`src/rtl/m_fetch_queue_if.sv`:
```
// rtl/m_fetch_queue_if.sv - fetch/decode and instruction-memory signal bundle for m_fetch_queue
//
// Purpose: groups the signals exchanged between the fetch queue and its
// surroundings. The master modport is the fetch queue side; slave is the
// environment (decode stage, branch resolution, instruction memory).
// Signals:
//   w_stall      decode cannot accept the head entry this cycle
//   w_redirect   taken branch/jump resolved downstream, flush the queue
//   w_tpc        redirect target PC, valid with w_redirect
//   w_imem_addr  byte address to instruction memory (the fetch PC)
//   w_imem_data  instruction word returned combinationally for w_imem_addr
//   w_valid      head entry is valid
//   w_pc         PC of the head entry (0 when empty)
//   w_ir         instruction of the head entry (NOP when empty)
//   w_count      current occupancy, $clog2(DEPTH)+1 bits
interface m_fetch_queue_if #(
  parameter int DEPTH = 4
);
  localparam int CW = $clog2(DEPTH) + 1;

  logic          w_stall;
  logic          w_redirect;
  logic [31:0]   w_tpc;
  logic [31:0]   w_imem_addr;
  logic [31:0]   w_imem_data;
  logic          w_valid;
  logic [31:0]   w_pc;
  logic [31:0]   w_ir;
  logic [CW-1:0] w_count;

  modport master (
    input  w_stall, w_redirect, w_tpc, w_imem_data,
    output w_imem_addr, w_valid, w_pc, w_ir, w_count
  );

  modport slave (
    output w_stall, w_redirect, w_tpc, w_imem_data,
    input  w_imem_addr, w_valid, w_pc, w_ir, w_count
  );
endinterface

```
`src/rtl/m_fetch_queue.sv`:
```
// rtl/m_fetch_queue.sv - instruction fetch stage with prefetch queue
//
// Purpose: fetches one word per cycle from a combinational instruction
// memory, tags it with its PC and buffers it in a DEPTH-entry FIFO. The head
// entry is presented to decode; decode stalls are absorbed and a redirect
// flushes the queue and restarts fetch at the target.
// Ports:
//   w_clk   rising-edge clock
//   w_rst   synchronous active-high reset
//   bus     m_fetch_queue_if.master (stall/redirect/target in, imem
//           address out, imem data in, head valid/pc/ir and count out)
// Parameters: DEPTH (power of two, >= 2), RESET_PC, NOP.
// Optional build macro: FETCH_JAL_PRED_EN - when defined, an enqueued JAL
// steers the next fetch PC to its target instead of PC+4.
module m_fetch_queue #(
  parameter int          DEPTH    = 4,
  parameter logic [31:0] RESET_PC = 32'h0,
  parameter logic [31:0] NOP      = 32'h00000013
) (
  input  logic            w_clk,
  input  logic            w_rst,
  m_fetch_queue_if.master bus
);
  localparam int AW = $clog2(DEPTH);
  localparam int CW = AW + 1;

  logic [31:0]   fetch_pc;
  logic [31:0]   pc_mem [DEPTH];
  logic [31:0]   ir_mem [DEPTH];
  logic [AW-1:0] rd_ptr;
  logic [AW-1:0] wr_ptr;
  logic [CW-1:0] count;

  logic          valid;
  logic          deq;
  logic          enq;
  logic [31:0]   next_pc;

  assign valid = (count != '0);
  assign deq   = valid && !bus.w_stall;
  // A full queue may still accept a word when the head leaves in the same cycle.
  assign enq   = !bus.w_redirect && ((count < CW'(DEPTH)) || deq);

`ifdef FETCH_JAL_PRED_EN
  logic [31:0] jal_imm;
  // J-type immediate {imm[20|10:1|11|19:12], 0}, sign-extended to 32 bits.
  assign jal_imm = {{12{bus.w_imem_data[31]}}, bus.w_imem_data[19:12],
                    bus.w_imem_data[20], bus.w_imem_data[30:21], 1'b0};
  assign next_pc = (bus.w_imem_data[6:0] == 7'h6F) ? fetch_pc + jal_imm
                                                   : fetch_pc + 32'd4;
`else
  assign next_pc = fetch_pc + 32'd4;
`endif

  always_ff @(posedge w_clk) begin
    if (w_rst) begin
      fetch_pc <= RESET_PC;
      rd_ptr   <= '0;
      wr_ptr   <= '0;
      count    <= '0;
    end else if (bus.w_redirect) begin
      // Flush wins over any enqueue/dequeue in the same cycle.
      fetch_pc <= bus.w_tpc;
      rd_ptr   <= '0;
      wr_ptr   <= '0;
      count    <= '0;
    end else begin
      if (enq) begin
        wr_ptr   <= wr_ptr + 1'b1;
        fetch_pc <= next_pc;
      end
      if (deq) begin
        rd_ptr <= rd_ptr + 1'b1;
      end
      if (enq && !deq) begin
        count <= count + 1'b1;
      end else if (deq && !enq) begin
        count <= count - 1'b1;
      end
    end
  end

  // Entry storage carries no reset; occupancy alone decides what is valid.
  always_ff @(posedge w_clk) begin
    if (!w_rst && enq) begin
      pc_mem[wr_ptr] <= fetch_pc;
      ir_mem[wr_ptr] <= bus.w_imem_data;
    end
  end

  assign bus.w_imem_addr = fetch_pc;
  assign bus.w_valid     = valid;
  assign bus.w_pc        = valid ? pc_mem[rd_ptr] : 32'h0;
  assign bus.w_ir        = valid ? ir_mem[rd_ptr] : NOP;
  assign bus.w_count     = count;
endmodule

```
`src/flat_wrapper.sv`:
```
// flat-port wrapper written by rule: the top's interface ports become plain ports
module m_fetch_queue_flat 
#(
  parameter int          DEPTH    = 4,
  parameter logic [31:0] RESET_PC = 32'h0,
  parameter logic [31:0] NOP      = 32'h00000013
)
  (w_clk, w_rst, bus_w_stall, bus_w_redirect, bus_w_tpc, bus_w_imem_data, bus_w_imem_addr, bus_w_valid, bus_w_pc, bus_w_ir, bus_w_count);
  m_fetch_queue_if #(.DEPTH(DEPTH)) bus_i ();
  input  logic w_clk;
  input  logic w_rst;
  input wire logic [$bits(bus_i.w_stall)-1:0] bus_w_stall;
  input wire logic [$bits(bus_i.w_redirect)-1:0] bus_w_redirect;
  input wire logic [$bits(bus_i.w_tpc)-1:0] bus_w_tpc;
  input wire logic [$bits(bus_i.w_imem_data)-1:0] bus_w_imem_data;
  output wire logic [$bits(bus_i.w_imem_addr)-1:0] bus_w_imem_addr;
  output wire logic [$bits(bus_i.w_valid)-1:0] bus_w_valid;
  output wire logic [$bits(bus_i.w_pc)-1:0] bus_w_pc;
  output wire logic [$bits(bus_i.w_ir)-1:0] bus_w_ir;
  output wire logic [$bits(bus_i.w_count)-1:0] bus_w_count;
  assign bus_i.w_stall = bus_w_stall;
  assign bus_i.w_redirect = bus_w_redirect;
  assign bus_i.w_tpc = bus_w_tpc;
  assign bus_i.w_imem_data = bus_w_imem_data;
  assign bus_w_imem_addr = bus_i.w_imem_addr;
  assign bus_w_valid = bus_i.w_valid;
  assign bus_w_pc = bus_i.w_pc;
  assign bus_w_ir = bus_i.w_ir;
  assign bus_w_count = bus_i.w_count;
  m_fetch_queue #(.DEPTH(DEPTH), .RESET_PC(RESET_PC), .NOP(NOP)) u_core (.w_clk(w_clk), .w_rst(w_rst), .bus(bus_i));
endmodule
```
`config.mk`:
```
export PLATFORM = sky130hd
export DESIGN_NAME = m_fetch_queue_flat
export DESIGN_NICKNAME = d
export VERILOG_FILES = /design/src/rtl/m_fetch_queue_if.sv /design/src/rtl/m_fetch_queue.sv /design/src/flat_wrapper.sv
export SDC_FILE = /design/constraint.sdc
export NUM_CORES = 1
export LEC_CHECK = 0
export ABC_AREA = 1
export CAP_MARGIN = 15
export CORE_ASPECT_RATIO = 1.75
export CORE_MARGIN = 2
export CORE_UTILIZATION = 50
export CTS_CLUSTER_DIAMETER = 150
export CTS_CLUSTER_SIZE = 10
export DETAILED_ROUTE_END_ITERATION = 10
export GPL_TIMING_DRIVEN = 0
export PLACE_DENSITY_LB_ADDON = 0.08
export SLEW_MARGIN = 40
export SYNTH_ARGS = -nofsm -noshare
export SYNTH_HDL_FRONTEND = slang
export SYNTH_SLANG_ARGS = --single-unit
```
`constraint.sdc`:
```
create_clock -name w_clk -period 3.99 [get_ports w_clk]
set_clock_uncertainty 0.05 [all_clocks]
set_input_delay 0.5985 -clock w_clk [delete_from_list [all_inputs] [get_ports w_clk]]
set_output_delay 0.5985 -clock w_clk [all_outputs]
set_load 0.01 [all_outputs]
```
**Word level (Yosys, flattened, before mapping)**

Memories as Yosys holds them, arrays and structs flattened. A register that Yosys moved wholly into a read port is not among the register bits.
Index checks and enable logic that the tools add are counted.

- Bits in registers: 39
- Latch bits: 0
- Bits in writable memories: 256
- Bits in read-only memories: 0
- Input bits: 68
- Output and inout bits: 100
- Memories: 2

Memory list:

| memory | words | width | read ports | clocked after memory_dff | write ports | line | source |
|---|---|---|---|---|---|---|---|
| u_core.ir_mem | 4 | 32 | 1 | 1 | 1 | m_fetch_queue.sv:29 | `logic [31:0] ir_mem [DEPTH];` |
| u_core.pc_mem | 4 | 32 | 1 | 1 | 1 | m_fetch_queue.sv:28 | `logic [31:0] pc_mem [DEPTH];` |

- $add $sub $neg: 5
- $mul: 0
- Div/mod/pow operators: 0
- Order comparisons: 1
- Eq/ne operators: 0
- Shift-type cells: 0
- Multiplexer cells: 12
- Bitwise logic cells: 0
- Reduce and logical (&&, ||, !) cells: 15

Operators by type and width:

| operator | count |
|---|---|
| $mux W32 | 4 |
| $add A32 B3 Y32 const B | 1 |
| $mux W2 | 4 |
| $mux W3 | 2 |
| $logic_and A1 B1 Y1 | 5 |
| $logic_not A1 Y1 | 5 |
| $add A2 B1 Y2 const B | 2 |
| $reduce_bool A2 Y1 | 2 |
| $add A3 B1 Y3 const B | 1 |
| $lt A3 B3 Y1 const B | 1 |
| $reduce_bool A3 Y1 | 1 |
| $sub A3 B1 Y3 const B | 1 |
| $mux W1 | 2 |
| $reduce_or A2 Y1 | 1 |
| $logic_or A1 B1 Y1 | 1 |

**Logic depth before layout (Yosys ltp)**

- Depth in word-level cells: 8
- Mapped depth: 12
- Depth with buffers taken out: 11

**Least setup slack after synthesis**

OpenSTA, ideal clock, no wires.

- Path kind: input to register
- Start point: input bus_w_redirect
- End point: memory u_core.ir_mem[0][0] (enable)
- Library setup time: 486 ps
- Arrival time: 3733 ps
- Required time: 3454 ps
- Setup slack: -279 ps
- Stages on the path: 4
- Cells stage by stage: buf_4 -> nor2_4 -> nand2_1 -> nor2_1

- Cells in the longest elaborated chain, start to end: 5

RTL lines:

| element | line | source |
|---|---|---|
| start, declared | flat_wrapper.sv:13 | `input wire logic [$bits(bus_i.w_redirect)-1:0] bus_w_redirect;` |
| $logic_not A1 Y1 | m_fetch_queue.sv:42 | `assign enq = !bus.w_redirect && ((count < CW'(DEPTH)) \|\| deq);` |
| $logic_and A1 B1 Y1 | m_fetch_queue.sv:42 |  |
| $logic_and A1 B1 Y1 | m_fetch_queue.sv:85 | `if (!w_rst && enq) begin` |
| $mux W1 | m_fetch_queue.sv:85 |  |
| $mux W1 (not written as such) | m_fetch_queue.sv:87 | `ir_mem[wr_ptr] <= bus.w_imem_data;` |
| end, declared | m_fetch_queue.sv:29 |  |

No other way between the ends.

**Worst setup path in the final report**

- Start point: register u_core.count[2], in the netlist u_core.bus.w_count[2]
- End point: output bus_w_pc[12]

- Cells in the longest elaborated chain, start to end: 2

RTL lines:

| element | line | source |
|---|---|---|
| start, declared | m_fetch_queue.sv:32 | `logic [CW-1:0] count;` |
| start signal, assigned | m_fetch_queue.sv:76 | `count <= count + 1'b1;` |
| start signal, assigned | m_fetch_queue.sv:78 | `count <= count - 1'b1;` |
| $reduce_bool A3 Y1 | m_fetch_queue.sv:39 | `assign valid = (count != '0);` |
| $mux W32 | m_fetch_queue.sv:93 | `assign bus.w_pc = valid ? pc_mem[rd_ptr] : 32'h0;` |
| end, declared | flat_wrapper.sv:18 | `output wire logic [$bits(bus_i.w_pc)-1:0] bus_w_pc;` |

No other way between the ends.

==> impl_metrics.tcl <==
set metrics [dict create \
    setup_viol 0 \
    grt_overflow_total 0 \
    whs_ns 0.2965 \
    p_sw_w 0.001623 \
    via_count 9139 \
    drc 0 \
    first_pass_iters 5 \
    post-route-period-util_pct 83.51 \
    worstMarginPinSlew_ns 0.7181 \
    r2r_start "u_core.bus.w_count[2]$_SDFFE_PP0P_" \
    yosysWarnings 0 \
    leakage_nw 5.510 \
    crit_chain "nor3_4, clkbuf_1, a21oi_1, clkdlybuf4s50_1" \
    crit_family "buffers and inverters" \
    hp-class "in -> reg" \
    max_stage_delay_ns 0.58 \
    min_from "w_rst" \
    swShare_pct 22.83 \
    cts_resized 0 \
    rows 76 \
    wl_met2_mm 17.22 \
    ys_seq_elements 297 \
    diodes 0 \
    wl_per_cell_um 18.80 \
    required_ns 3.34 \
    place.detailed.hpwl_mm 22.68 \
    crit_type "reg -> out" \
    cp-end-kind "output port" \
    pwr-share-seq_pct 49.8 \
    irDropWorstVdd_mv 0.2890 \
    clk_pin_slew_ns 0.06 \
    drt-initial-drc-count 715 \
    final.min_clock_period_ns 3.332 \
    drtAntennaViolNets 0 \
    syn_area_per_cell_um2 10.64 \
    power.internal_w 0.005484 \
    core_um2 24630 \
    drive_above_1_share_pct 7.835 \
    cts_root_buf "clkbuf_16" \
    synth_cells 1174 \
    holdBufCountCts 0 \
    syn-num-nets 1249 \
    post_cts_buffers 0 \
    grt_pass1_vias 8939 \
    top_layer_used "met4" \
    area_delta_synth_final_pct 27.19 \
    synth_area_um2 12490 \
    die_w_um 123.5 \
    worst-path-buf-inv 2 \
    arrival_ns 2.68 \
    wl_met3_mm 1.659 \
    antenna_found_initial 0 \
    maxCapViolCount 0 \
    die_h_um 213.1 \
    hold_violations 0 \
    tritoncts "yes" \
    status "completed" \
    crit_start "u_core.bus.w_count[2]$_SDFFE_PP0P_" \
    port_buffers 165 \
    powerDensity_nw_per_um2 447.2 \
    path_max_fanout 10 \
    pwr-share-comb_pct 10.9 \
    startpoint_type "flop" \
    final_nets 1467 \
    viasPerCell 5.326 \
    wl_mm 32.27 \
    clkPwrFrac_pct 39.3 \
    slowest_stage "nor3_4" \
    htree_levels 2 \
    power_w 0.007106 \
    grt_pass1_wl_mm 48.47 \
    cts_buffer_depth 3 \
    wl_met1_mm 11.80 \
    gp_congestion 0.9375 \
    start_util_pct 50.73 \
    ys_types 36 \
    maxSlewHeadroom_pct 52.13 \
    ys_seq_area_share_pct 68.10 \
    rsz0062_at_grt "no" \
    numCtsBuffers 35 \
    grt_max_degree 18 \
    n_fill_cell 1937 \
    clk_latency_ns 0.51 \
    drv_slew 0 \
    fmax_mhz 300.1 \
    die_area_um2 26320 \
    cts.sinks 297 \
    grt.total_usage_pct 24.95 \
    io_pins 168 \
]
-- Yosys cell counts --
library cell | number | area (um2)
clkbuf_1 | 29 | 108.9
inv_1 | 50 | 187.7
nand2_4 | 2 | 22.52
a21oi_2 | 2 | 17.52
nand3b_1 | 1 | 7.510
nor3_1 | 2 | 10.01
nor3_2 | 1 | 10.01
buf_6 | 1 | 11.26
nand3_1 | 27 | 135.1
nor2_1 | 313 | 1175
o21bai_1 | 1 | 7.510
edfxtp_1 | 256 | 7687
fa_1 | 1 | 20.02
ha_1 | 6 | 75.07
a22oi_1 | 1 | 7.510
buf_1 | 5 | 18.77
buf_2 | 20 | 100.1
buf_4 | 2 | 15.01
o311ai_0 | 3 | 26.28
nor2_8 | 1 | 20.02
dfxtp_1 | 41 | 820.8
nand2_2 | 2 | 12.51
a22o_1 | 5 | 43.79
o21ai_0 | 144 | 720.7
nor2_4 | 6 | 67.56
nor3_4 | 1 | 16.27
clkinv_1 | 1 | 3.750
o211ai_1 | 2 | 15.01
a21oi_1 | 93 | 465.5
xor2_1 | 6 | 52.55
a31oi_1 | 5 | 31.28
nor2_2 | 7 | 43.79
nand3_2 | 1 | 10.01
o21ai_1 | 13 | 65.06
inv_2 | 6 | 22.52
nand2_1 | 117 | 439.2
-- path summary, 6_finish.rpt --
path	to	slack, ns	cells after the start
max reg2reg	u_core.bus.w_count[2]$_SDFFE_PP0P_	1.60	11
min reg2reg	u_core.rd_ptr[0]$_SDFFE_PP0P_	0.43	1
min	u_core.bus.w_imem_addr[6]$_SDFFE_PP0N_	0.30	2
max	bus_w_pc[12]	0.66	4
-- cells by family (layout without fill, tap and decap cells) --
logic type / Yosys count / after routing / share of synthesized area, %
AOI/OAI and AO/OA: 269 / 269 / 11.21
xor gates and xnor gates: 6 / 6 / 0.4206
adders and majority gates: 7 / 7 / 0.7611
buffers and inverters: 114 / 344 / 3.746
DFF: 297 / 297 / 68.10
and+or+nand+nor: 481 / 481 / 15.76
-- sequential cells by signal, indices dropped and copies added, names as in the netlist, named ones only --
register                count
u_core.ir_mem             128
u_core.pc_mem             128
u_core.bus.w_imem_addr     32
u_core.bus.w_count          3
u_core.rd_ptr               2
u_core.wr_ptr               2
-- stage by stage --
stage / cells / utilization (%) / instance area (um2) / setup WS (ns) / setup TNS, ns
2_1_floorplan: 1174 / - / 12490 / -0.2788 / -71.38
3_3_place_gp: 1651 / 59.02 / 14540 / -2.636 / -660.59
3_5_place_dp: 1667 / 60.57 / 14920 / 0.9377 / 0
4_1_cts: 1716 / 64.52 / 15890 / 0.6308 / 0
5_1_grt: 1716 / 64.52 / 15890 / 0.5537 / 0
6_report: 1716 / 64.52 / 15890 / 0.6578 / 0
-- power by group through the flow --
stage	Combinational [W]	Sequential (W)	Clock [W]
2_1_floorplan	0.000325	0.00359	0
3_3_place_gp	0.000742	0.00361	0
3_5_place_dp	0.000775	0.00360	0
4_1_cts	0.000779	0.00354	0.00283
5_1_grt	0.000838	0.00355	0.00294
6_report	0.000771	0.00354	0.00280
-- metal layers --
| layer | vias up | GRT usage (%) |
|---|---|---|
| li1 | 4477 | - |
| met1 | 4274 | 27.07 |
| met2 | 298 | 46.32 |
| met3 | 90 | 3.072 |
| met4 | 0 | 13.09 |
| met5 | - | 0 |
-- layout make-up --
class | instances | area [um2] | area share (%)
Sequential cell | 297 | 8508 | 53.54
Multi-Input combinational cell | 763 | 3547 | 22.32
Timing Repair Buffer | 181 | 2004 | 12.61
Clock buffer | 48 | 967.2 | 6.087
Tap cell | 312 | 390.4 | 2.457
Buffer | 57 | 254.0 | 1.598
Inverter | 57 | 214.0 | 1.346
Clock inverter | 1 | 5.005 | 0.03150
-- placed cells by master, fill, tap and decap left out, drive strengths merged --
cell type,n
fa,1
inv,56
clkdlybuf4s50,165
o21ai,157
xor2,6
o21bai,1
o311ai,3
a22oi,1
a31oi,5
clkinv,2
ha,6
o211ai,2
nor3,4
a22o,5
nor2,327
nand3,28
a21oi,95
nand2,121
nand3b,1
edfxtp,256
clkbuf,77
buf,44
dfxtp,41
Note: power is estimated with default switching activity, not from simulation.
